**src/rtl/fetch_pkg.sv**
```systemverilog
// Shared definitions for the instruction fetch sequencer: FSM states,
// MIPS opcode constants and the default reset fetch address.
package fetch_pkg;

  typedef enum logic [1:0] {
    REQ   = 2'd0,
    WAIT  = 2'd1,
    ISSUE = 2'd2
  } fetch_state_e;

  localparam logic [5:0] OPC_RTYPE = 6'b000000;
  localparam logic [5:0] OPC_BEQ   = 6'b000100;
  localparam logic [5:0] OPC_J     = 6'b000010;
  localparam logic [5:0] OPC_LW    = 6'b100011;
  localparam logic [5:0] OPC_SW    = 6'b101011;
  localparam logic [5:0] OPC_ADDI  = 6'b001000;

  localparam logic [31:0] DEFAULT_RESET_PC = 32'h0000_0000;

  // Branch displacement: sign-extended 16-bit word offset, in bytes.
  function automatic logic [31:0] branch_offset(input logic [15:0] imm);
    return {{14{imm[15]}}, imm, 2'b00};
  endfunction

endpackage

```
**src/rtl/next_pc_calc.sv**
```systemverilog
// Combinational next-PC select for the fetch unit: jump, taken branch or
// sequential. Only the low 26 instruction bits take part in the select.
module next_pc_calc
  import fetch_pkg::*;
(
  input  logic [31:0] instr_pc,
  input  logic [25:0] instr_lo,
  input  logic        branch,
  input  logic        jump,
  input  logic        zero,
  output logic [31:0] next_pc
);

  logic [31:0] pc4;

  always_comb begin
    pc4 = instr_pc + 32'd4;
    next_pc = pc4;
    // Jump wins over a simultaneously asserted branch.
    if (jump) begin
      next_pc = {pc4[31:28], instr_lo, 2'b00};
    end else if (branch && zero) begin
      next_pc = pc4 + branch_offset(instr_lo[15:0]);
    end
  end

endmodule

```
**src/rtl/instr_fetch_unit.sv**
```systemverilog
// Fetch sequencer: REQ -> WAIT -> ISSUE, one request outstanding at a time.
// Optional stall counter output enabled by FETCH_STALL_CNT_EN.
module instr_fetch_unit
  import fetch_pkg::*;
#(
  parameter logic [31:0] RESET_PC = DEFAULT_RESET_PC
) (
  input  logic        clk,
  input  logic        rst_n,
  output logic        imem_req_valid,
  input  logic        imem_req_ready,
  output logic [31:0] imem_addr,
  input  logic        imem_rsp_valid,
  input  logic [31:0] imem_rdata,
  output logic        instr_valid,
  input  logic        instr_ready,
  output logic [31:0] instr,
  output logic [5:0]  opcode,
  output logic [31:0] instr_pc,
  input  logic        Branch,
  input  logic        Jump,
  input  logic        zero
`ifdef FETCH_STALL_CNT_EN
  ,
  output logic [31:0] stall_cycles
`endif
);

  fetch_state_e state_q, state_d;
  logic [31:0]  pc_q, pc_d;
  logic [31:0]  instr_q, instr_d;
  logic [31:0]  instr_pc_q, instr_pc_d;
  logic [31:0]  next_pc;

  next_pc_calc u_next_pc_calc (
    .instr_pc (instr_pc_q),
    .instr_lo (instr_q[25:0]),
    .branch   (Branch),
    .jump     (Jump),
    .zero     (zero),
    .next_pc  (next_pc)
  );

  // Responses outside WAIT are stale and deliberately dropped.
  always_comb begin
    state_d    = state_q;
    pc_d       = pc_q;
    instr_d    = instr_q;
    instr_pc_d = instr_pc_q;
    case (state_q)
      REQ: begin
        if (imem_req_ready) begin
          state_d = WAIT;
        end
      end
      WAIT: begin
        if (imem_rsp_valid) begin
          instr_d    = imem_rdata;
          instr_pc_d = pc_q;
          state_d    = ISSUE;
        end
      end
      ISSUE: begin
        if (instr_ready) begin
          pc_d    = next_pc;
          state_d = REQ;
        end
      end
      default: begin
        state_d = REQ;
      end
    endcase
  end

  always_ff @(posedge clk) begin
    if (rst_n) begin
      state_q    <= REQ;
      pc_q       <= RESET_PC;
      instr_q    <= 32'd0;
      instr_pc_q <= 32'd0;
    end else begin
      state_q    <= state_d;
      pc_q       <= pc_d;
      instr_q    <= instr_d;
      instr_pc_q <= instr_pc_d;
    end
  end

  // The reset input is active high despite its name; requests are masked
  // while it is asserted so the first request appears right after release.
  assign imem_req_valid = (state_q == REQ) && !rst_n;
  assign imem_addr      = pc_q;
  assign instr_valid    = (state_q == ISSUE);
  assign instr          = instr_q;
  assign opcode         = instr_q[31:26];
  assign instr_pc       = instr_pc_q;

`ifdef FETCH_STALL_CNT_EN
  logic [31:0] stall_q, stall_d;
  logic        stall_inc;

  always_comb begin
    stall_inc = (state_q == WAIT) ||
                ((state_q == REQ) && !imem_req_ready) ||
                ((state_q == ISSUE) && !instr_ready);
    stall_d = stall_q;
    if (stall_inc && (stall_q != 32'hFFFF_FFFF)) begin
      stall_d = stall_q + 32'd1;
    end
  end

  always_ff @(posedge clk) begin
    if (rst_n) begin
      stall_q <= 32'd0;
    end else begin
      stall_q <= stall_d;
    end
  end

  assign stall_cycles = stall_q;
`endif

endmodule

```
**config.mk**
```make
export PLATFORM = sky130hd
export DESIGN_NAME = instr_fetch_unit
export DESIGN_NICKNAME = d
export VERILOG_FILES = /design/src/rtl/fetch_pkg.sv /design/src/rtl/next_pc_calc.sv /design/src/rtl/instr_fetch_unit.sv
export SDC_FILE = /design/constraint.sdc
export NUM_CORES = 1
export LEC_CHECK = 0
export ABC_AREA = 1
export CAP_MARGIN = 20
export CORE_MARGIN = 2
export CORE_UTILIZATION = 53
export CTS_CLUSTER_SIZE = 25
export DETAILED_ROUTE_END_ITERATION = 8
export GPL_TIMING_DRIVEN = 0
export PLACE_DENSITY = 0.85
export REMOVE_ABC_BUFFERS = 1
export SLEW_MARGIN = 20
export SYNTH_ARGS = -nofsm -noshare
export SYNTH_HDL_FRONTEND = slang
export SYNTH_SLANG_ARGS = --single-unit
```
**constraint.sdc**
```tcl
create_clock -name clk -period 3.7 [get_ports clk]
set_clock_uncertainty 0.2 [all_clocks]
set_input_delay 0.37 -clock clk [delete_from_list [all_inputs] [get_ports clk]]
set_output_delay 0.37 -clock clk [all_outputs]
set_load 0.1 [all_outputs]
```
==> results.yml, run 1 <==
timing:
  whs_ns: 0.2611
  drv_slew: 0
  fmax_ghz: 0.2895
  tightest_slew_ns: 1.126
  fin_crit_sh_pct: 93.34
  max_slew_margin_pct: 24.88
  min_period_ns: 3.454
  hold_viol: 0
  setup_violations: 0
  rsz0062_at_grt: "true"
global_route:
  antenna_found_initial: 0
  track_usage_pct: 32.23
  grt_pass1_wl_um: 37230
  grt_max_degree: 68
  grt_pass1_vias: 7373
  gr-total-overflow: 0
placed_design:
  place_hpwl_um: 17560
  place_inst: 1462
  portBuffers: 143
  place_congestion: 0.9690
finish:
  nNetsFinal: 1375
  area_growth_pct: 25.31
  layout_commonest_cell: "nand2_1"
  drive_above_1_share_pct: 4.685
  diodes: 0
  nFillCells: 1254
  final_cell_mix: "nand2_1 (338), inv_1 (184), a21oi_1 (148)"
  regArea_um2: 1968
  final_cell_count_no_fill: 1478
  multi_input_area_um2: 4319
power_and_ir_drop:
  ir_drop_uv: 237.1
  power_frac_comb_pct: 30.0
  switching_power_mw: 1.175
  switching_share_pct: 39.33
  p_seq_share_pct: 39.0
  pwr_density_cell_nw_per_um2: 332.7
  cellLeakagePower_nw: 4.092
  p_clk_share_pct: 31.0
  internal_power_mw: 1.813
die:
  die_y_um: 120.3
  row_count: 42
  io-pin-count: 144
  start_util_pct: 54.12
  core_area_um2: 13240
  die_area_um2: 14470
  die_w_um: 120.3
cts:
  clockBufferDepth: 2
  cts_root_buffer: "clkbuf_16"
  clk_latency_ns: 0.35
  cts_hold_buf: 0
  clkSinkCount: 98
  cts_tree: "yes"
  cts_buffers: 9
  h-tree-depth: 3
  clkTransAtPathRegs_ns: 0.07
  cts_setup_buffers: 0
setup_path:
  cp_max_fo: 9
  critPathCaptureType: "register"
  r2r_setup_slack_ns: 0.25
  critPathKind: "reg -> reg"
  cp-start-kind: "register"
  worst_ep_required_time_ns: 3.70
  cp.arrival_ns: 3.46
job:
  cap_viol_max_count: 0
routing:
  dr.pass1.iters: 6
  drcViolationCount: 0
  drtIter0Drc: 827
  drt-total-wl_um: 23020
  vias: 7951
  vias_per_cell: 5.380
  route.antenna.remaining_nets: 0
  wire_per_inst_um: 15.57
synth:
  syn_area_um2: 7167
  avgSynthCellArea_um2: 6.038
  synth-seq-cells: 98
  yosysUniqueCellTypes: 38
  synthCells: 1187
  ys_warn_count: 0
  seq_area_frac_synth_pct: 27.37
status:
  status: "complete, no violations"
worst_hold_path:
  hp-class: "reg -> reg"
## power by group through the flow
| stage | clock network, mW | registers [mW] | logic (mW) |
|---|---|---|---|
| after floorplan | 0 | 1.53 | 0.279 |
| after global placement | 0 | 1.19 | 0.876 |
| after detailed placement | 0 | 1.19 | 0.886 |
| after CTS | 0.926 | 1.16 | 0.890 |
| after global routing | 0.973 | 1.17 | 0.954 |
| final | 0.927 | 1.16 | 0.897 |
## worst paths after layout
path                                   from  depth (start not counted)             to
worst max-delay path            instr_pc[2]                         19  imem_addr[23]
worst min-delay path              instr[26]                          2      instr[26]
worst max register to register  instr_pc[2]                         19  imem_addr[23]
worst min register to register    instr[26]                          2      instr[26]
## cell usage after synthesis, drive strengths merged
cell,instances,area [um^2]
a21o,1,7.510
o221ai,2,17.52
clkinv,1,3.750
fa,1,20.02
xnor2,1,8.760
and3,1,6.260
nor3,14,92.59
inv,187,701.9
o211ai,6,45.04
xor2,15,138.9
nand4,11,75.07
buf,16,91.34
nor3b,1,12.51
nor4,3,18.77
o21ai,87,435.4
clkbuf,31,116.4
dfxtp,98,1962
a21oi,149,749.5
nor2,70,290.3
ha,37,462.9
or2,8,50.05
and2,7,43.79
nand3,83,420.4
nand3b,7,52.55
o21bai,4,30.03
nand2,346,1314
## cell families after synthesis
logic type      after synthesis  share of synthesized area, %
simple gates                551                         33.15
compound gates              249                         17.93
buf+inv                     235                         12.74
flops                        98                         27.37
fa+ha+maj                    38                         6.739
xor+xnor                     16                         2.060
## per-stage QoR
| stage | area (um^2) | power, mW | util [%] | setup slack, ns | TNS [ns] |
|---|---|---|---|---|---|
| after floorplan | 6959 | 1.813 | - | -0.3006 | -3.553 |
| after global placement | 8611 | 2.061 | 65.02 | -1.867 | -98.09 |
| after detailed placement | 8685 | 2.072 | 65.58 | -0.06511 | -0.06511 |
| after CTS | 8971 | 2.979 | 67.74 | 0.06796 | 0 |
| after global routing | 8981 | 3.097 | 67.82 | -0.04255 | -0.04255 |
| final | 8981 | 2.988 | 67.82 | 0.2463 | 0 |
## worst max-delay path, cell delays in order (launching register included)
cell and delay, ns:
dfxtp_4 0.42, ha_1 0.20, inv_1 0.06, nor2_2 0.19
nand4_1 0.23, nor2_1 0.15, nand2_1 0.07, and2_1 0.18
ha_1 0.38, nand2_1 0.12, inv_1 0.08, nand2_1 0.13
nor3_2 0.24, nand3_1 0.17, nand3_1 0.13, nand2_1 0.06
nand3_1 0.08, nand2_1 0.09, nand2_1 0.06, a21oi_1 0.05
## state kept, by name, indices dropped and copies added, names as in the netlist
signal     count
state_q        2
imem_addr     32
instr         32
instr_pc      32
## layer usage
metal	share of wire (%)	wire (um)	track usage (%)
met5	0	0	0
met2	44	10230	51.38
met1	45	10290	45.14
met4	1.7	396	7.849
met3	9.1	2100	6.038
## layout make-up
type | count | share of cell area, %
Inverter | 188 | 7.871
Clock inverter | 6 | 0.6269
Multi-Input combinational cell | 854 | 48.09
Clock buffer | 10 | 2.549
Sequential cell | 98 | 21.91
Tap cell | 176 | 2.452
Timing Repair Buffer | 146 | 16.49
## repair_timing
action | CTS | global route
pin swaps | 0 | 0
gates cloned | 0 | 0
gates resized for setup | 1 | 6
endpoints found under the setup margin | 2 | 9
Power figures use the tool's default switching activity.
==> run 2: changes to the inputs <==
--- a/config.mk
+++ b/config.mk
@@ -6,7 +6,6 @@
 export NUM_CORES = 1
 export LEC_CHECK = 0
 export ABC_AREA = 1
-export CAP_MARGIN = 20
 export CORE_MARGIN = 2
 export CORE_UTILIZATION = 53
 export CTS_CLUSTER_SIZE = 25
==> results of run 2 <==
The final DEF is identical to that of run 1; final timing and power are the same.
